<file path="src/rtl/pw_pkg.sv">
// pw_pkg: shared state encodings, byte width and length-field width helper for the pattern matcher
package pw_pkg;
  localparam int BYTE_W = 8;
  typedef enum logic [1:0] {IDLE = 2'd0, ARMED = 2'd1, FIRED = 2'd2} state_e;
  function automatic int len_w(input int pb);
    return $clog2(pb + 1);
  endfunction
endpackage

</file>
<file path="src/rtl/pw_match_window.sv">
// pw_match_window: sliding byte window, fill counter and per-byte masked compare
//  clk/rst_n   clock, async active-low reset
//  clear_i     zero fill (arm cycle)
//  shift_i     accept data_i into window[0]
//  fall_i      packet ended; zero fill after any shift
//  pat_i/msk_i snapshotted pattern and mask, byte i = i bytes before newest
//  match_vec_o per-byte compare result against the post-shift window
//  fill_nxt_o  fill including this cycle's byte, before the packet-end clear
module pw_match_window
  import pw_pkg::*;
#(
  parameter int PB = 8,
  parameter int LW = len_w(PB)
) (
  input  logic                 clk,
  input  logic                 rst_n,
  input  logic                 clear_i,
  input  logic                 shift_i,
  input  logic                 fall_i,
  input  logic [BYTE_W-1:0]    data_i,
  input  logic [PB*BYTE_W-1:0] pat_i,
  input  logic [PB*BYTE_W-1:0] msk_i,
  output logic [PB-1:0]        match_vec_o,
  output logic [LW-1:0]        fill_nxt_o
);
  logic [PB*BYTE_W-1:0] win_q, win_d;
  logic [LW-1:0] fill_q, fill_d, fill_inc;
  always_comb begin
    win_d = shift_i ? {win_q[PB*BYTE_W-BYTE_W-1:0], data_i} : win_q;
    fill_inc = (fill_q == LW'(PB)) ? fill_q : fill_q + LW'(1);
    fill_nxt_o = shift_i ? fill_inc : fill_q;
    fill_d = (clear_i || fall_i) ? '0 : fill_nxt_o;
  end
  always_ff @(posedge clk or negedge rst_n) begin
    if (!rst_n) begin
      win_q <= '0;
      fill_q <= '0;
    end else begin
      win_q <= win_d;
      fill_q <= fill_d;
    end
  end
  for (genvar g = 0; g < PB; g++) begin : g_cmp
    assign match_vec_o[g] =
      ((win_d[g*BYTE_W +: BYTE_W] ^ pat_i[g*BYTE_W +: BYTE_W]) & msk_i[g*BYTE_W +: BYTE_W]) == '0;
  end
endmodule

</file>
<file path="src/rtl/pw_pattern_match.sv">
// pw_pattern_match: masked byte-pattern matcher on the sniffed USB stream with arm/one-shot control
//  usb_clk/reset_n  clock, async-assert / sync-release active-low reset
//  I_arm/I_disarm   arm (snapshot pattern, mask, length, mode) / disarm; disarm wins
//  I_continuous     1 = stay armed after a match
//  I_pattern/I_mask byte i = i bytes before newest; mask bit set = compare
//  I_bytes          pattern length, 0 never matches, above PATTERN_BYTES clamps
//  I_data/I_data_valid/I_rxactive  sniffed byte stream and packet envelope
//  O_match          one-cycle pulse the cycle after the completing byte
//  O_armed          state == ARMED
//  O_match_count    saturating matches since last arm
module pw_pattern_match
  import pw_pkg::*;
#(
  parameter int PATTERN_BYTES = 8,
  parameter int CNT_W = 8
) (
  input  logic                            usb_clk,
  input  logic                            reset_n,
  input  logic                            I_arm,
  input  logic                            I_disarm,
  input  logic                            I_continuous,
  input  logic [PATTERN_BYTES*BYTE_W-1:0] I_pattern,
  input  logic [PATTERN_BYTES*BYTE_W-1:0] I_mask,
  input  logic [len_w(PATTERN_BYTES)-1:0] I_bytes,
  input  logic [BYTE_W-1:0]               I_data,
  input  logic                            I_data_valid,
  input  logic                            I_rxactive,
  output logic                            O_match,
  output logic                            O_armed,
  output logic [CNT_W-1:0]                O_match_count
);
  localparam int LW = len_w(PATTERN_BYTES);
  logic [1:0] rst_sync_q;
  logic rst_n;
  state_e state_q, state_d;
  logic [PATTERN_BYTES*BYTE_W-1:0] pat_q, msk_q;
  logic [LW-1:0] len_q, len_c, fill_nxt;
  logic cont_q, rx_q, match_q, armed_q, shift, hit;
  logic [CNT_W-1:0] cnt_q;
  logic [PATTERN_BYTES-1:0] match_vec;
  // release is resynchronised so every flop leaves reset on the same edge
  always_ff @(posedge usb_clk or negedge reset_n) begin
    if (!reset_n) rst_sync_q <= '0;
    else rst_sync_q <= {rst_sync_q[0], 1'b1};
  end
  assign rst_n = rst_sync_q[1];
  pw_match_window #(.PB(PATTERN_BYTES), .LW(LW)) u_win (
    .clk        (usb_clk),
    .rst_n      (rst_n),
    .clear_i    (I_arm && !I_disarm),
    .shift_i    (shift),
    .fall_i     (rx_q && !I_rxactive),
    .data_i     (I_data),
    .pat_i      (pat_q),
    .msk_i      (msk_q),
    .match_vec_o(match_vec),
    .fill_nxt_o (fill_nxt)
  );
  // lanes at or beyond the pattern length are forced true by the shifted-in ones
  always_comb begin
    shift = (state_q == ARMED) && I_data_valid && !I_arm;
    len_c = (I_bytes > LW'(PATTERN_BYTES)) ? LW'(PATTERN_BYTES) : I_bytes;
    hit = shift && !I_disarm && (len_q != '0) && (fill_nxt >= len_q) &&
          (&(match_vec | ({PATTERN_BYTES{1'b1}} << len_q)));
    state_d = I_disarm ? IDLE : I_arm ? ARMED : (hit && !cont_q) ? FIRED : state_q;
  end
  always_ff @(posedge usb_clk or negedge rst_n) begin
    if (!rst_n) begin
      state_q <= IDLE;
      pat_q <= '0;
      msk_q <= '0;
      len_q <= '0;
      cont_q <= 1'b0;
      rx_q <= 1'b0;
      match_q <= 1'b0;
      armed_q <= 1'b0;
      cnt_q <= '0;
    end else begin
      state_q <= state_d;
      armed_q <= state_d == ARMED;
      rx_q <= I_rxactive;
      match_q <= hit;
      if (I_arm && !I_disarm) begin
        pat_q <= I_pattern;
        msk_q <= I_mask;
        len_q <= len_c;
        cont_q <= I_continuous;
        cnt_q <= '0;
      end else if (hit) begin
        cnt_q <= cnt_q + CNT_W'(~&cnt_q);
      end
    end
  end
  assign O_match = match_q;
  assign O_armed = armed_q;
  assign O_match_count = cnt_q;
endmodule

</file>
<file path="config.mk">
export PLATFORM = sky130hd
export DESIGN_NAME = pw_pattern_match
export DESIGN_NICKNAME = d
export VERILOG_FILES = /design/src/rtl/pw_pkg.sv /design/src/rtl/pw_match_window.sv /design/src/rtl/pw_pattern_match.sv
export SDC_FILE = /design/constraint.sdc
export NUM_CORES = 1
export LEC_CHECK = 0
export CAP_MARGIN = 20
export CORE_MARGIN = 2
export CORE_UTILIZATION = 55
export CTS_CLUSTER_DIAMETER = 50
export CTS_CLUSTER_SIZE = 25
export DETAILED_ROUTE_END_ITERATION = 12
export PLACE_DENSITY = 0.81
export SLEW_MARGIN = 20
export SYNTH_ARGS = -nofsm -noshare
export SYNTH_HDL_FRONTEND = slang
export SYNTH_SLANG_ARGS = --single-unit
</file>
<file path="constraint.sdc">
create_clock -name usb_clk -period 8.75 [get_ports usb_clk]
set_input_delay 1.75 -clock usb_clk [delete_from_list [all_inputs] [get_ports usb_clk]]
set_output_delay 1.75 -clock usb_clk [all_outputs]
set_load 0.05 [all_outputs]
</file>
## Yosys cells after proc, flatten, opt, wreduce, memory -nomap -nowiden

Cells that the tools add are included.

| word-level totals | value |
|---|---|
| word-level logic and storage cells | 74 |
| output and inout bits | 10 |
| bits of input ports | 147 |
| register bits after elaboration | 216 |

| operators by class | value |
|---|---|
| add/sub/neg operators | 2 |
| muxes and demuxes | 10 |
| shifts and indexed selects | 1 |
| order comparisons | 2 |
| equality and inequality tests | 3 |
| reduce and logical (&&, ||, !) cells | 27 |
| bitwise logic cells | 17 |

Operators by type and width:

| cell | count |
|---|---|
| bitwise AND 8 bit | 8 |
| zero test 8 bit | 8 |
| two-way mux 64 bit | 1 |
| XOR 8 bit | 8 |
| two-way mux 4 bit | 4 |
| two-way mux 8 bit | 2 |
| AND reduction 8 bit | 2 |
| logical AND 1 bit | 9 |
| adder 8 x 1 -> 8 bit | 1 |
| bitwise OR 8 bit | 1 |
| left shift 8 x 4 -> 8 bit, first input constant | 1 |
| two-way mux 2 bit | 3 |
| zero test 1 bit | 5 |
| adder 4 x 1 -> 4 bit, second input constant | 1 |
| equality test 2 x 1 -> 1 bit, second input constant | 2 |
| equality test 4 bit, second input constant | 1 |
| greater-or-equal comparator 4 bit | 1 |
| > comparator 4 bit, second input constant | 1 |
| nonzero test 4 bit | 1 |
| nonzero test 2 bit | 1 |
| logical OR 1 bit | 1 |

## Depth between registers and ports, before layout

Gate-level depths: netlist of run 1.

| logic depth | value |
|---|---|
| depth after elaboration | 15 |
| gate-level depth with buffers | 15 |
| depth with buffers taken out | 13 |

## By module

From an unflattened synthesis of run 1, not the netlist that was laid out.

| second synthesis, totals | value |
|---|---|
| cells, all modules | 913 |
| area, all modules | 9432.8 um^2 |

Modules (own cells, without submodules):

| module | cells each | seq. area each (um^2) | instances | area each (um^2) |
|---|---|---|---|---|
| pw_pattern_match | 650 | 3703.6 | 1 | 5808.1 |
| pw_match_window | 263 | 1701.6 | 1 | 3624.7 |

## Worst setup path after synthesis of run 1

No wires, ideal clock.

| path | value |
|---|---|
| kind | in2reg |
| start | input I_arm |
| end | register cnt_q[0], in the netlist O_match_count[0] |
| buffers on the path | 4 |
| required time | 8668 ps |
| library setup time | 82 ps |
| stages on the path | 14 |
| setup slack | 3759 ps |
| data arrival time | 4908 ps |
| cells stage by stage | and4bb_4 buf_6 buf_12 buf_2 clkbuf_1 nand4_1 xnor2_1 ha_1 nor2_1 or3_1 a211oi_1 o2111ai_4 or4_4 o22ai_1 |

| on the way | value |
|---|---|
| cells in the longest elaborated chain, start to end | 10 |
| elaborated cells between the ends (all ways) | 38 |
| those cells by class | order compare (1); mux (3); bitwise (17); reduce/logical (17) |

Ends and longest elaborated chain:

| what | line | RTL |
|---|---|---|
| from (decl) | pw_pattern_match.sv:19 | `input logic I_arm,` |
| zero test 1 bit | pw_pattern_match.sv:61 | `shift = (state_q == ARMED) && I_data_valid && !I_arm;` |
| logical AND 1 bit | pw_pattern_match.sv:61 |  |
| two-way mux 64 bit | pw_match_window.sv:29 | `win_d = shift_i ? {win_q[PB*BYTE_W-BYTE_W-1:0], data_i} : win_q;` |
| XOR 8 bit | pw_match_window.sv:45 | `((win_d[g*BYTE_W +: BYTE_W] ^ pat_i[g*BYTE_W +: BYTE_W]) & msk_i[g*BYTE_W +: BYTE_W]) == '0;` |
| bitwise AND 8 bit | pw_match_window.sv:45 |  |
| zero test 8 bit | pw_match_window.sv:45 |  |
| bitwise OR 8 bit | pw_pattern_match.sv:64 | `(&(match_vec \| ({PATTERN_BYTES{1'b1}} << len_q)));` |
| AND reduction 8 bit | pw_pattern_match.sv:64 |  |
| logical AND 1 bit | pw_pattern_match.sv:63 | `hit = shift && !I_disarm && (len_q != '0) && (fill_nxt >= len_q) &&` |
| nonzero test 2 bit (no source line) | n/a |  |
| to (signal assigned) | pw_pattern_match.sv:90 | `cnt_q <= cnt_q + CNT_W'(~&cnt_q);` |
| to (decl) | pw_pattern_match.sv:39 | `logic [CNT_W-1:0] cnt_q;` |

Several ways; a longest one is shown, not always the timed one.
A chain may end at the register's enable or synchronous reset.

## Worst setup path after layout of run 1

| path | value |
|---|---|
| start | input I_arm |
| end | register state_q[0] |

| on the way | value |
|---|---|
| cells in the longest elaborated chain, start to end | 13 |
| elaborated cells between the ends (all ways) | 39 |
| those cells by class | order compare (1); mux (5); bitwise (17); reduce/logical (16) |

Ends and longest elaborated chain:

| what | line | RTL |
|---|---|---|
| zero test 1 bit | pw_pattern_match.sv:61 |  |
| logical AND 1 bit | pw_pattern_match.sv:61 |  |
| two-way mux 64 bit | pw_match_window.sv:29 |  |
| XOR 8 bit | pw_match_window.sv:45 |  |
| bitwise AND 8 bit | pw_match_window.sv:45 |  |
| zero test 8 bit | pw_match_window.sv:45 |  |
| bitwise OR 8 bit | pw_pattern_match.sv:64 |  |
| AND reduction 8 bit | pw_pattern_match.sv:64 |  |
| logical AND 1 bit | pw_pattern_match.sv:63 |  |
| logical AND 1 bit | pw_pattern_match.sv:65 | `state_d = I_disarm ? IDLE : I_arm ? ARMED : (hit && !cont_q) ? FIRED : state_q;` |
| two-way mux 2 bit | pw_pattern_match.sv:65 |  |
| two-way mux 2 bit (*) (2 in a row) | pw_pattern_match.sv:65 |  |
| named net state_d[0] | pw_pattern_match.sv:35 | `state_e state_q, state_d;` |
| to (signal assigned) | pw_pattern_match.sv:79 | `state_q <= state_d;` |
| to (decl) | pw_pattern_match.sv:35 |  |

Mark *: on every way through the listed nets, which the timed path passes. The rest lies on a longest branch.

==> metrics.txt, run 1 <==
sequential fraction of the synthesis area=0.503; I/O pins=157; Worst Path Buf+Inv=2; Synth Instances=approximately 1200; Least-Margin Pin Slew=851 ps; Post-CTS Setup Bufs=0; Fin Setup TNS=0 ps; Netlist cell types=66; static leakage=6.31 nW; Final setup viols=0; largest net degree at the start of global routing=86; Detailed Route WL=27300 µm; CP max stage delay=860 ps; element type at the critical path start=input pin; area leader, netlist=dfrtp_1; Chip Height=between 100 and 150 µm; maximum achievable frequency=around 0.18 GHz; crit path from=I_arm; Layout Cells excl Fill=1655; Inst Count DP=1619; clock latency on the worst-skew pair=500 ps; P per Cell Area=221 nW/µm²; final hold violations=0; Yosys reg bits=about 220; Slew headroom=0.431; routed via count=9141; Worst-path clk slew=~70 ps; Main synth FF type=dfrtp_1; CP delay by family, top=simple AND/OR/NAND/NOR gates; DIE AREA=20700 µm²; reg2reg setup slack=4650 ps; Req. time, crit path=9070 ps; Synth Warn #=0; critical path cell sequence=clkdlybuf4s50_1, and4bb_4, buf_4, o21ai_0, a211oi_2, o2111ai_1, o21a_1, or3_1, nor4_1, o21ai_0; Via-to-Cell Ratio=approximately 5.5; Final min period=5430 ps; initial drt markers=roughly 760; worst r2r path cells=9; Inserted Clock Buffers=20; CTS tree=done; CP Capture Type=flop; Post-DP HPWL=19000 µm; row count=51; Max FO, Critical Path=60; RR Endpoint=state_q[0]; vias in the first global route=8901; GR Util All Layers=0.267; Post-synth top cells=nand2_1 (589), dfrtp_1 (216), nand3b_1 (65); Slew Viols, Final=0; number of max-cap violations=0; # port buffers=156; Pre-Repair DR Iteration Count=6; Post-DRT Antenna Nets=0; area delta synth->final=22.8%; CP max stage cell=and4bb_4; Synth async-reset ratio=1.00; worst ir drop on vdd=146 µV; Post-synth EDFFs=0; GPL Wtd Cong=just over 0.9; initial antenna violation count=0; worst setup path class=input pin to flop; Inserted Diodes=0; core area=around 19000 µm²; nets@finish=1531; status=finished clean; Area contributors post-synth=dfrtp_1 (50%), nand2_1 (21%), nand3b_1 (4.5%), xor2_1 (2.4%), mux2i_1 (1.7%); RSZ-0062 raised after global routing=false; Setup Skew=between 15 and 20 ps; Min-Delay Path Class=flop to async pin; Worst Hold Margin=319 ps; per-cell routed wire length=around 17 µm; CTS resizes=0; CTS root buf=clkbuf_16; Critical Path AT=~5800 ps; Syn Area/Cell=8.63 µm²; top cell type's share of synthesized area=0.503; final total power=just under 3 mW; # DRC=0; Max Root-Sink Buffers=3; Initial Utilization=0.556; layout cells sized above 1=0.0504; first-pass GRT wire length=~44000 µm; Tcrit/Tclk final=0.621; top-count cell post-synth=nand2_1; GRT Residual Overflow=0; # H-tree levels=1; clk sinks=216; CP dominant cell by count=o21ai_0; Post-Syn Area=10700 µm²; Syn Nets=1400; die width=144 µm; reg2reg start=state_q[1]; # hold bufs at CTS=0
==> flip-flops by register name, summed over array words and instances (netlist names) <==
register	count
msk_q	64
pat_q	64
u_win.win_q	64
O_match_count	8
len_q	4
u_win.fill_q	4
rst_sync_q	2
state_q	2
O_armed	1
O_match	1
cont_q	1
rx_q	1
==> kinds of logic (layout without fill, tap and decap cells) <==
logic type	count (synthesis)	in the layout	share of synthesized area
XOR/XNOR	34	34	0.0277
buffers and inverters	79	224	0.0336
multiplexers	30	30	0.0304
AND/OR/NAND/NOR	742	742	0.303
AO/OA/AOI/OAI	135	135	0.0924
other	1	1	0.000349
flip-flops	216	216	0.503
adder cells (fa/ha/maj)	8	8	0.00931
==> through the flow <==
step | area, µm² | setup slack [ps] | util
2_1_floorplan | 10700 | 2290 | -
3_3_place_gp | 12500 | 3010 | 0.644
3_5_place_dp | 12500 | 2890 | 0.644
4_1_cts | 13200 | 3380 | 0.682
5_1_grt | 13200 | 3140 | 0.682
6_report | 13200 | 3320 | 0.682
==> where the power goes <==
part           internal (mW)  total (mW)  switching (mW)
sequential              1.16        1.40           0.243
clock                  0.553       0.967           0.414
combinational          0.276       0.544           0.269
total                   1.99        2.91           0.926
==> worst max path at each step <==
stage / endpoint / slack [ps] / cells past startpoint
after floorplan: O_armed / 2290 / 0
after global placement: state_q[0] / 3010 / 10
final: state_q[0] / 3320 / 10
after CTS: state_q[0] / 3380 / 10
after detailed placement: state_q[0] / 2890 / 10
after global routing: state_q[0] / 3140 / 10
==> area by class of cell <==
| type | count | area (µm²) |
|---|---|---|
| clock buffers | 22 | 539 |
| clock inverters | 14 | 193 |
| fillers | 1532 | 6140 |
| inverters | 24 | 90.1 |
| multi-input cells | 950 | 5010 |
| flip-flops and latches | 216 | 5410 |
| well taps | 265 | 332 |
| repair buffers | 164 | 1620 |
==> metal layers <==
layer,part of all wire,GRT usage
met4,0.028,0.0759
met1,0.44,0.370
met3,0.056,0.0313
met5,0,0
met2,0.48,0.448
==> placed cells by master, fill, tap and decap left out, drive strengths merged, types with 5 or more instances in the layout <==
master	Yosys	final
a21oi	9	9
o22ai	10	10
buf	14	8
nor2	10	10
dfrtp	216	216
clkdlybuf4s50	0	156
nand3b	65	65
a31oi	10	10
clkbuf	41	22
nand2b	18	18
o221ai	9	9
nand2	589	589
nor4	7	7
nand3	6	6
nand4	14	14
mux2	12	12
mux2i	18	18
inv	24	32
o21ai	36	36
xnor2	5	5
o2111ai	7	7
ha	8	8
a22oi	8	8
xor2	29	29
nor2b	11	11
a221oi	6	6
Power figures use the tool's default switching activity.
==> inputs of run 2 (changes only) <==
clock period = 5.2 ns   (was 8.75 ns; I/O delays follow)
==> run 2 against run 1 <==
Compared with the run above:
- combinational power grew 69%
- cell area grew 0.94%
- total power grew 69%
- routed wire length shrank 0.63%
- highest routed layer unchanged
- critical path depth is the same
- worst setup slack lost 2100 ps
- first-iteration DRC count shrank 12%
- critical path type unchanged
- sequential share of layout area shrank 0.38 points
==> metrics.txt, run 2 (same netlist as run 1, synthesis figures left out) <==
WL met3=1620 µm (was 1540 µm); # port buffers=156 (unchanged); CTS tree=done (unchanged); element type at the critical path start=input pin (unchanged); Setup WS pre-CTS=717 ps (was 2890 ps); Final Cell Area=13300 µm² (was 13200 µm²); Inserted Diodes=0 (unchanged); fill cell count=1541 (was 1532); Slew headroom=0.451 (was 0.431); Req. time, crit path=5580 ps (was 9070 ps); CP delay by family, top=simple AND/OR/NAND/NOR gates (unchanged); Max FO, Critical Path=27 (was 60); Setup Skew=11.8 ps (was 16.6 ps); routed via count=9192 (was 9141); metal2 WL=12900 µm (was 13100 µm); maximum achievable frequency=0.250 GHz; Min-Delay Path Class=flop to flop (was flop to async pin); Pre-Repair DR Iteration Count=5 (was 6); worst ir drop on vdd=219 µV (was 146 µV); final total power=4.93 mW (was 2.91 mW); worst setup path class=input pin to flop (unchanged); initial antenna violation count=1 (was 0); Via-to-Cell Ratio=5.52 (about the same); first-pass GRT wire length=44600 µm (was 44200 µm); Worst Hold Margin=355 ps (was 319 ps); GPL Wtd Cong=0.917 (was 0.920); # DRC=0 (unchanged); CTS root buf=clkbuf_16 (unchanged); CTS resizes=0 (unchanged); Detailed Route WL=27100 µm (was 27300 µm); clock latency on the worst-skew pair=510 ps (was 500 ps); Worst-path clk slew=70 ps (about the same); # H-tree levels=1 (unchanged); vias in the first global route=9093 (was 8901); static leakage=6.37 nW (was 6.31 nW); I/O pins=157 (unchanged); most frequent cells in the layout=nand2_1 (589), dfrtp_1 (215), clkdlybuf4s50_1 (156), nand3b_1 (65), o21ai_0 (33) (unchanged); Final min period=4000 ps; core area=19300 µm² (unchanged); commonest non-fill, non-tap cell in the layout=nand2_1 (unchanged); Critical Path AT=4380 ps (was 5760 ps); Layout Cells excl Fill=1664 (was 1655); Max Root-Sink Buffers=3 (unchanged); row count=51 (unchanged); Post-CTS Setup Bufs=0 (unchanged); area delta synth->final=23.9% (was 22.8%); # hold bufs at CTS=0 (unchanged); Slew Viols, Final=0 (unchanged); Fin Setup TNS=0 ps (unchanged); final hold violations=0 (unchanged); status=finished clean (unchanged); DIE AREA=20700 µm² (unchanged); clk sinks=216 (unchanged); RSZ-0062 raised after global routing=false (unchanged); largest net degree at the start of global routing=104 (was 86); fin util=0.689 (was 0.682); per-cell routed wire length=16.3 µm (was 16.5 µm); Worst Path Buf+Inv=2 (unchanged); Initial Utilization=0.556 (unchanged); setup ws final=1200 ps (was 3320 ps); Post-DP HPWL=19100 µm (was 19000 µm); Cell Area, Placed=12500 µm² (about the same); met1 WL=11600 µm (was 11900 µm); CP max stage cell=and4bb_4 (unchanged); P per Cell Area=370 nW/µm² (was 221 nW/µm²); GRT Residual Overflow=0 (unchanged); Inst Count DP=1625 (was 1619); die width=144 µm (unchanged); top sig layer=met4 (unchanged); nets@finish=1539 (was 1531); Chip Height=144 µm (unchanged); critical path cell sequence=clkdlybuf4s50_1, and4bb_4, buf_4, o21ai_2, a211oi_2, o2111ai_1, o21a_1, or3_1, nor4_1, o21ai_0 (was clkdlybuf4s50_1, and4bb_4, buf_4, o21ai_0, a211oi_2, o2111ai_1, o21a_1, or3_1, nor4_1, o21ai_0); CP max stage delay=530 ps (was 860 ps); Regs by FF count=msk_q (64), pat_q (64), u_win.win_q (64) (unchanged); layout cells sized above 1=0.0565 (was 0.0504); Final setup viols=0 (unchanged); number of max-cap violations=0 (unchanged); GR Util All Layers=0.272 (was 0.267); CP Capture Type=flop (unchanged); Post-DRT Antenna Nets=0 (unchanged); initial drt markers=676 (was 764); Least-Margin Pin Slew=821 ps (was 851 ps); Inserted Clock Buffers=22 (was 20); Tcrit/Tclk final=0.770
-- run 2: worst paths after layout --
check | startpoint | end | slack (ps) | cells past startpoint
worst max-delay path | I_arm | state_q[0] | 1200 | 10
worst min-delay path | rst_sync_q[0] | rst_sync_q[1] | 360 | 0
worst max register to register | state_q[1] | state_q[0] | 1820 | 9
worst min register to register | rst_sync_q[0] | rst_sync_q[1] | 360 | 0
max in group asynchronous | rst_sync_q[1] | msk_q[6] | 3600 | 1
min in group asynchronous | rst_sync_q[1] | pat_q[24] | 380 | 0
-- run 2: final cells by class --
cell class | count | area, µm² | area share
sequential | 216 | 5410 | 0.406
timing repair buffer | 170 | 1700 | 0.128
clock buffer | 23 | 576 | 0.0432
multi-input combinational | 950 | 5010 | 0.376
tap | 265 | 332 | 0.0249
inverter | 24 | 90.1 | 0.00677
clock inverter | 16 | 198 | 0.0148
-- run 2: metal layers --
layer / vias up / GRT usage
li1: 4426 / -
met1: 4351 / 0.365
met2: 338 / 0.445
met3: 77 / 0.0380
met4: 0 / 0.115
met5: - / 0
-- run 2: power by group --
group / internal (mW) / switching (mW)
logic: 0.470 / 0.451
registers: 1.95 / 0.410
clock network: 0.903 / 0.742
